--- src/rtl/cci_mpf_csr_mgr.sv ---
// -----------------------------------------------------------------------------
// cci_mpf_csr_mgr
//   Central MPF CSR manager. It decodes host MMIO writes and reads for all MPF
//   shims, drives the VTP configuration and returns VTP/WRO statistics.
//   MMIO reads have no flow control, so every accepted read is queued in a
//   local FIFO and answered when the response channel has room.
//
// Optional feature macro: MPF_CSR_COUNTER_SNAPSHOT_EN
//   Defined   : a write to idx 8 latches all six counters into shadow
//               registers, and reads of idx 2-7 return the shadows.
//   Undefined : idx 8 writes are ignored, and reads of idx 2-7 return the live
//               counters sampled in the POP state.
//
// Ports
//   clk, reset_n                  clock, asynchronous active-low reset
//   mmio_wr_valid/addr/data       host write (one cycle per write)
//   mmio_rd_valid/addr/tid        host read request
//   mmio_rsp_almost_full          response channel backpressure
//   mmio_rsp_valid/tid/data       read response
//   vtp_in_mode                   bit0 enable, bit1 TLB invalidate pulse
//   vtp_in_page_table_base(_valid) page table line address, and a flag that
//                                 is set once the base has been written
//   vtp_out_*, wro_out_*          statistics counters from the shims
//   rd_overflow                   sticky: a read was dropped on a full FIFO
// -----------------------------------------------------------------------------
module cci_mpf_csr_mgr #(
   parameter logic [15:0] CSR_BASE_ADDR = 16'h0400,
   parameter int          RD_FIFO_DEPTH = 8
) (
   input  logic        clk,
   input  logic        reset_n,
   input  logic        mmio_wr_valid,
   input  logic [15:0] mmio_wr_addr,
   input  logic [63:0] mmio_wr_data,
   input  logic        mmio_rd_valid,
   input  logic [15:0] mmio_rd_addr,
   input  logic [8:0]  mmio_rd_tid,
   input  logic        mmio_rsp_almost_full,
   output logic        mmio_rsp_valid,
   output logic [8:0]  mmio_rsp_tid,
   output logic [63:0] mmio_rsp_data,
   output logic [3:0]  vtp_in_mode,
   output logic [41:0] vtp_in_page_table_base,
   output logic        vtp_in_page_table_base_valid,
   input  logic [63:0] vtp_out_num_hits,
   input  logic [63:0] vtp_out_num_misses,
   input  logic [63:0] wro_out_num_writes,
   input  logic [63:0] wro_out_num_reads,
   input  logic [63:0] wro_out_num_write_conflicts,
   input  logic [63:0] wro_out_num_read_conflicts,
   output logic        rd_overflow
);

   localparam int AW = $clog2(RD_FIFO_DEPTH);

   typedef enum logic [1:0] {IDLE, POP, RESP} state_t;

   // ---------------- address decode ----------------
   // A hit is an even word address whose offset from the base maps to idx 0..8.
   logic [15:0] wr_off, rd_off;
   logic        wr_hit, rd_hit;
   logic [3:0]  wr_idx, rd_idx;

   assign wr_off = mmio_wr_addr - CSR_BASE_ADDR;
   assign rd_off = mmio_rd_addr - CSR_BASE_ADDR;
   assign wr_hit = mmio_wr_valid && !mmio_wr_addr[0] && (wr_off[15:1] <= 15'd8);
   assign rd_hit = mmio_rd_valid && !mmio_rd_addr[0] && (rd_off[15:1] <= 15'd8);
   assign wr_idx = wr_off[4:1];
   assign rd_idx = rd_off[4:1];

   // ---------------- configuration registers ----------------
   logic mode_en, tlb_inv;

   assign vtp_in_mode = {2'b00, tlb_inv, mode_en};

   always_ff @(posedge clk or negedge reset_n) begin
      if (!reset_n) begin
         mode_en                      <= 1'b0;
         tlb_inv                      <= 1'b0;
         vtp_in_page_table_base       <= '0;
         vtp_in_page_table_base_valid <= 1'b0;
      end else begin
         // NOTE: non-blocking assignments keep every register updating from
         // the same pre-edge values, regardless of statement order.
         tlb_inv <= 1'b0;  // invalidate is a single-cycle pulse
         if (wr_hit && wr_idx == 4'd0) begin
            mode_en <= mmio_wr_data[0];
            tlb_inv <= mmio_wr_data[1];
         end
         if (wr_hit && wr_idx == 4'd1) begin
            vtp_in_page_table_base       <= mmio_wr_data[47:6];
            vtp_in_page_table_base_valid <= 1'b1;
         end
      end
   end

   // ---------------- counter sources ----------------
   logic [63:0] cnt_live [6];
   logic [63:0] cnt_src  [6];

   assign cnt_live[0] = vtp_out_num_hits;
   assign cnt_live[1] = vtp_out_num_misses;
   assign cnt_live[2] = wro_out_num_writes;
   assign cnt_live[3] = wro_out_num_reads;
   assign cnt_live[4] = wro_out_num_write_conflicts;
   assign cnt_live[5] = wro_out_num_read_conflicts;

`ifdef MPF_CSR_COUNTER_SNAPSHOT_EN
   logic [63:0] cnt_shadow [6];

   always_ff @(posedge clk or negedge reset_n) begin
      if (!reset_n) begin
         for (int i = 0; i < 6; i++) cnt_shadow[i] <= '0;
      end else if (wr_hit && wr_idx == 4'd8) begin
         for (int i = 0; i < 6; i++) cnt_shadow[i] <= cnt_live[i];
      end
   end

   assign cnt_src = cnt_shadow;
`else
   assign cnt_src = cnt_live;
`endif

   // ---------------- read request FIFO ----------------
   logic [12:0] fifo_mem [RD_FIFO_DEPTH];  // {tid, idx}
   logic [AW:0] wr_ptr, rd_ptr;
   logic        fifo_empty, fifo_full, push, pop;

   assign fifo_empty = (wr_ptr == rd_ptr);
   assign fifo_full  = (wr_ptr[AW] != rd_ptr[AW]) && (wr_ptr[AW-1:0] == rd_ptr[AW-1:0]);
   // A pop in the same cycle frees a slot, so a push into a full FIFO is kept.
   assign push       = rd_hit && (!fifo_full || pop);

   // NOTE: the storage array has no reset; the pointers alone define which
   // entries are valid, so clearing the data would add logic for nothing.
   always_ff @(posedge clk) begin
      if (push) fifo_mem[wr_ptr[AW-1:0]] <= {mmio_rd_tid, rd_idx};
   end

   always_ff @(posedge clk or negedge reset_n) begin
      if (!reset_n) begin
         wr_ptr      <= '0;
         rd_ptr      <= '0;
         rd_overflow <= 1'b0;
      end else begin
         if (push) wr_ptr <= wr_ptr + 1'b1;
         if (pop)  rd_ptr <= rd_ptr + 1'b1;
         if (rd_hit && !push) rd_overflow <= 1'b1;
      end
   end

   // ---------------- response FSM ----------------
   state_t      state, state_nxt;
   logic [8:0]  pop_tid;
   logic [3:0]  pop_idx;
   logic [63:0] rd_sel;

   always_ff @(posedge clk or negedge reset_n) begin
      if (!reset_n) state <= IDLE;
      else          state <= state_nxt;
   end

   always_comb begin
      state_nxt = state;
      case (state)
         IDLE:    if (pop) state_nxt = POP;
         POP:     state_nxt = RESP;
         RESP:    state_nxt = pop ? POP : IDLE;
         default: state_nxt = IDLE;
      endcase
   end

   // almost_full is only looked at when leaving IDLE or RESP.
   always_comb begin
      pop            = (state == IDLE || state == RESP) && !fifo_empty && !mmio_rsp_almost_full;
      mmio_rsp_valid = (state == RESP);
   end

   // NOTE: every branch assigns rd_sel after a default, so no latch is inferred.
   always_comb begin
      rd_sel = '0;
      case (pop_idx)
         4'd0:    rd_sel = {60'b0, vtp_in_mode};
         4'd1:    rd_sel = {22'b0, vtp_in_page_table_base};
         4'd2:    rd_sel = cnt_src[0];
         4'd3:    rd_sel = cnt_src[1];
         4'd4:    rd_sel = cnt_src[2];
         4'd5:    rd_sel = cnt_src[3];
         4'd6:    rd_sel = cnt_src[4];
         4'd7:    rd_sel = cnt_src[5];
         default: rd_sel = '0;
      endcase
   end

   always_ff @(posedge clk or negedge reset_n) begin
      if (!reset_n) begin
         pop_tid       <= '0;
         pop_idx       <= '0;
         mmio_rsp_tid  <= '0;
         mmio_rsp_data <= '0;
      end else begin
         if (pop) {pop_tid, pop_idx} <= fifo_mem[rd_ptr[AW-1:0]];
         if (state == POP) begin
            mmio_rsp_tid  <= pop_tid;
            mmio_rsp_data <= rd_sel;
         end
      end
   end

endmodule
--- config.mk ---
export PLATFORM = sky130hd
export DESIGN_NAME = cci_mpf_csr_mgr
export DESIGN_NICKNAME = d
export VERILOG_FILES = /design/src/rtl/cci_mpf_csr_mgr.sv
export SDC_FILE = /design/constraint.sdc
export NUM_CORES = 1
export LEC_CHECK = 0
export CORE_AREA = 2 2 243 245
export CTS_CLUSTER_SIZE = 40
export DETAILED_ROUTE_END_ITERATION = 12
export DIE_AREA = 0 0 245 247
export PLACE_DENSITY_LB_ADDON = 0.15
export SLEW_MARGIN = 20
export SYNTH_ARGS = -nofsm -noshare
export SYNTH_HDL_FRONTEND = slang
export SYNTH_SLANG_ARGS = --single-unit
--- constraint.sdc ---
create_clock -name clk -period 2.64 [get_ports clk]
set_input_delay 0.66 -clock clk [delete_from_list [all_inputs] [get_ports clk]]
set_output_delay 0.66 -clock clk [all_outputs]
set_load 0.1 [all_outputs]
==> reports/metrics.cfg <==
[synthesis]
yosys.cell_count.top_type = dfrtp_1
synth_cells = 980
yosysTopAreaCell = dfrtp_1
yosysTopAreaCellShare_pct = 28.6
synth-seq-area-share_pct = 53.7
synth_cell_types = 59
syn_area_um2 = 12400
synth-edff-count = 104
async_reset_ff_share_pct = 57.7
ys_dominant_reg_cell = dfrtp_1
yosys_warnings = 0
synth_common_cells = 142 x dfrtp_1, 129 x a22oi_1, 104 x edfxtp_1
synth.avg_cell_area_um2 = 12.7
synth_seq_cells = 246
synth_area_leaders = dfrtp_1 29%, edfxtp_1 25%, a22oi_1 7.8%

[pwr]
ir_drop_uv = 537
p_leak_nw = 8.13
powerDensity_nw_per_um2 = 957

[global_route]
track_usage_pct = 21.7
grt_pass1_wl_um = 92800
grt_pass1_vias = 11800
grt_max_degree = 53
antenna_found_initial = 34
grt-ovfl-total = 0

[floorplanning]
core_um2 = 58200
rows = 89
start_util_pct = 21.3
ios = 616
dieArea_um2 = 60500
dieWidth_um = 245
die-height_um = 247

[sta]
final-hold-violation-count = 0
relSlewSlack_pct = 28.4
rsz0062_at_grt = false
timing.final.crit_share_pct = 96.5
finalMaxSlewViolations = 0
setup-tns-final_ps = 0
finClkSkew_ps = 12.4
finalCriticalPeriod_ps = 2550
max_freq_ghz = 0.393
tightest_slew_ps = 1070
setup_violations = 0

[placed_design]
place_hpwl_um = 54600
io_buffer_count = 593
place.gp.congestion = 0.899
postPlaceCellArea_um2 = 19300

[detailed_routing]
dr.pass1.iters = 5
vias_per_cell = 4.74
drcViolationCount = 0
postRouteWirelength_um = 68200
drt-wirelength-per-cell_um = 28.3
drt_iter0_markers = 838
ant_nets = 0
vias = 11400

[final_layout]
multi_input_area_um2 = 5350
area_delta_synth_final_pct = 65.5
fin_nets = 2097
drive_gt1_share_pct = 22.8
seqCellArea_um2 = 6680
nFillCells = 5767
stdcell_area_um2 = 20600

[clock_network]
cts_tree = done
cts_root_buffer = clkbuf_16
ctsLongestPathBuffers = 3
clock-sinks = 246
clk_pin_slew_worst_paths_ps = 60
cts_buffers = 30
htreeDepth = 1
clk_latency_ps = 590

[run]
max_cap_violations = 0

[worst_hold_path]
min_path_type = in -> async

[worst_setup_path]
crit_type = in -> reg
crit_path_end_kind = flop
path_max_fanout = 13
cp.required_ps = 2930
arrival_ps = 2840
worstSetupStartpointType = input pin

[status]
status = finished clean

==> cell families (layout without fill, tap and decap cells) <==
family | after synthesis | in the layout | share of synthesized area (%)
adder cells (fa/ha/maj) | 6 | 6 | 0.604
multiplexers | 120 | 120 | 14.6
flip-flops | 246 | 246 | 53.7
other | 1 | 23 | 0.0302
XOR/XNOR | 14 | 14 | 0.987
AND/OR/NAND/NOR | 201 | 202 | 8.12
AO/OA/AOI/OAI | 296 | 296 | 17.7
buffers and inverters | 96 | 735 | 4.17
==> metrics by stage <==
stage	std cells	worst slack [ps]	power, mW	hold slack (ps)	util [%]
4_1_cts	2394	133	19.9	46.5	35.2
3_5_place_dp	2330	-840	15.4	460	33.2
6_report	2415	93.6	19.7	56.8	35.3
2_1_floorplan	981	-85.8	11.8	364	-
5_1_grt	2409	13.2	20.6	64.4	35.3
3_3_place_gp	2330	-846	15.4	459	33.2
==> power by group <==
part / switching [mW] / leakage [nW] / total, mW / internal, mW
clock network: 1.77 / 0.526 / 4.33 / 2.57
registers: 0.390 / 2.84 / 4.97 / 4.58
logic: 7.09 / 4.76 / 10.4 / 3.28
total: 9.25 / 8.13 / 19.7 / 10.4
==> path summary, 6_finish.rpt <==
check	from	to	slack (ps)	cells past startpoint
max	mmio_rd_addr[11]	fifo_mem[6][11]	90	11
min	reset_n	vtp_in_page_table_base[21]	60	1
max reg2reg	pop_idx[0]	mmio_rsp_data[35]	230	6
min reg2reg	pop_tid[8]	mmio_rsp_tid[8]	470	2
max in group asynchronous	reset_n	mmio_rsp_data[55]	1900	2
min in group clk	pop_tid[8]	mmio_rsp_tid[8]	470	2
==> worst max-delay path, cell delays in order <==
cell and delay, ps:
dlygate4sd2_1 320, inv_8 40, ha_4 270, nand2_4 60, o41a_1 460, nor3_4 210
buf_4 130, buf_4 90, and3_2 220, and3b_1 220, buf_12 150
==> per-layer routing <==
| layer | share of wire (%) | GRT usage [%] | wire length, µm |
|---|---|---|---|
| met1 | 41 | 27.0 | 27800 |
| met2 | 50 | 37.0 | 33800 |
| met3 | 6.6 | 5.18 | 4520 |
| met4 | 3.0 | 6.53 | 2020 |
| met5 | 0.16 | 0 | 110 |
==> state kept, by name (all words and copies together) (netlist names) <==
name / count
vtp_in_page_table_base_valid: 1
vtp_in_page_table_base: 42
pop_tid: 9
wr_ptr: 4
mode_en: 1
rd_ptr: 4
fifo_mem: 104
pop_idx: 4
mmio_rsp_data: 64
rd_overflow: 1
mmio_rsp_tid: 9
state: 2
tlb_inv: 1
==> repair_timing <==
| action | 4_1_cts | 5_1_grt |
|---|---|---|
| pin swaps | 3 | 0 |
| resized for setup | 14 | 1 |
| buffers inserted | 5 | 0 |
| endpoints found under the setup margin | 105 | 30 |
| cloned | 3 | 0 |
| hold buffers | 0 | 0 |
==> layout make-up <==
class	count	share of cell area (%)
timing repair buffer	671	31.3
antenna	21	0.256
tap	773	4.70
clock buffer	34	3.87
inverter	8	0.243
sequential	246	32.5
multi-input combinational	640	26.0
clock inverter	22	1.19
==> cell usage in the layout, fill, tap and decap left out, types with 4 or more instances in the layout <==
cell	n
clkdlybuf4s50_1	470
buf_4	181
dfrtp_1	140
a22oi_1	129
edfxtp_1	104
nand2_1	77
o21ai_0	47
a22o_1	40
mux2_4	39
mux4_2	32
mux2i_1	32
clkbuf_16	30
nor2_1	27
nand3_1	25
diode_2	21
a222oi_1	19
o22ai_1	18
nor2b_1	15
mux2_2	15
a211oi_1	13
clkinv_2	13
buf_12	13
o211ai_1	9
xor2_1	8
nand2b_1	7
inv_1	6
xnor2_1	6
o32ai_1	6
and2_1	5
ha_1	5
nor3_1	4
a32o_1	4
bufinv_16	4
(Power assumes the default switching activity.)
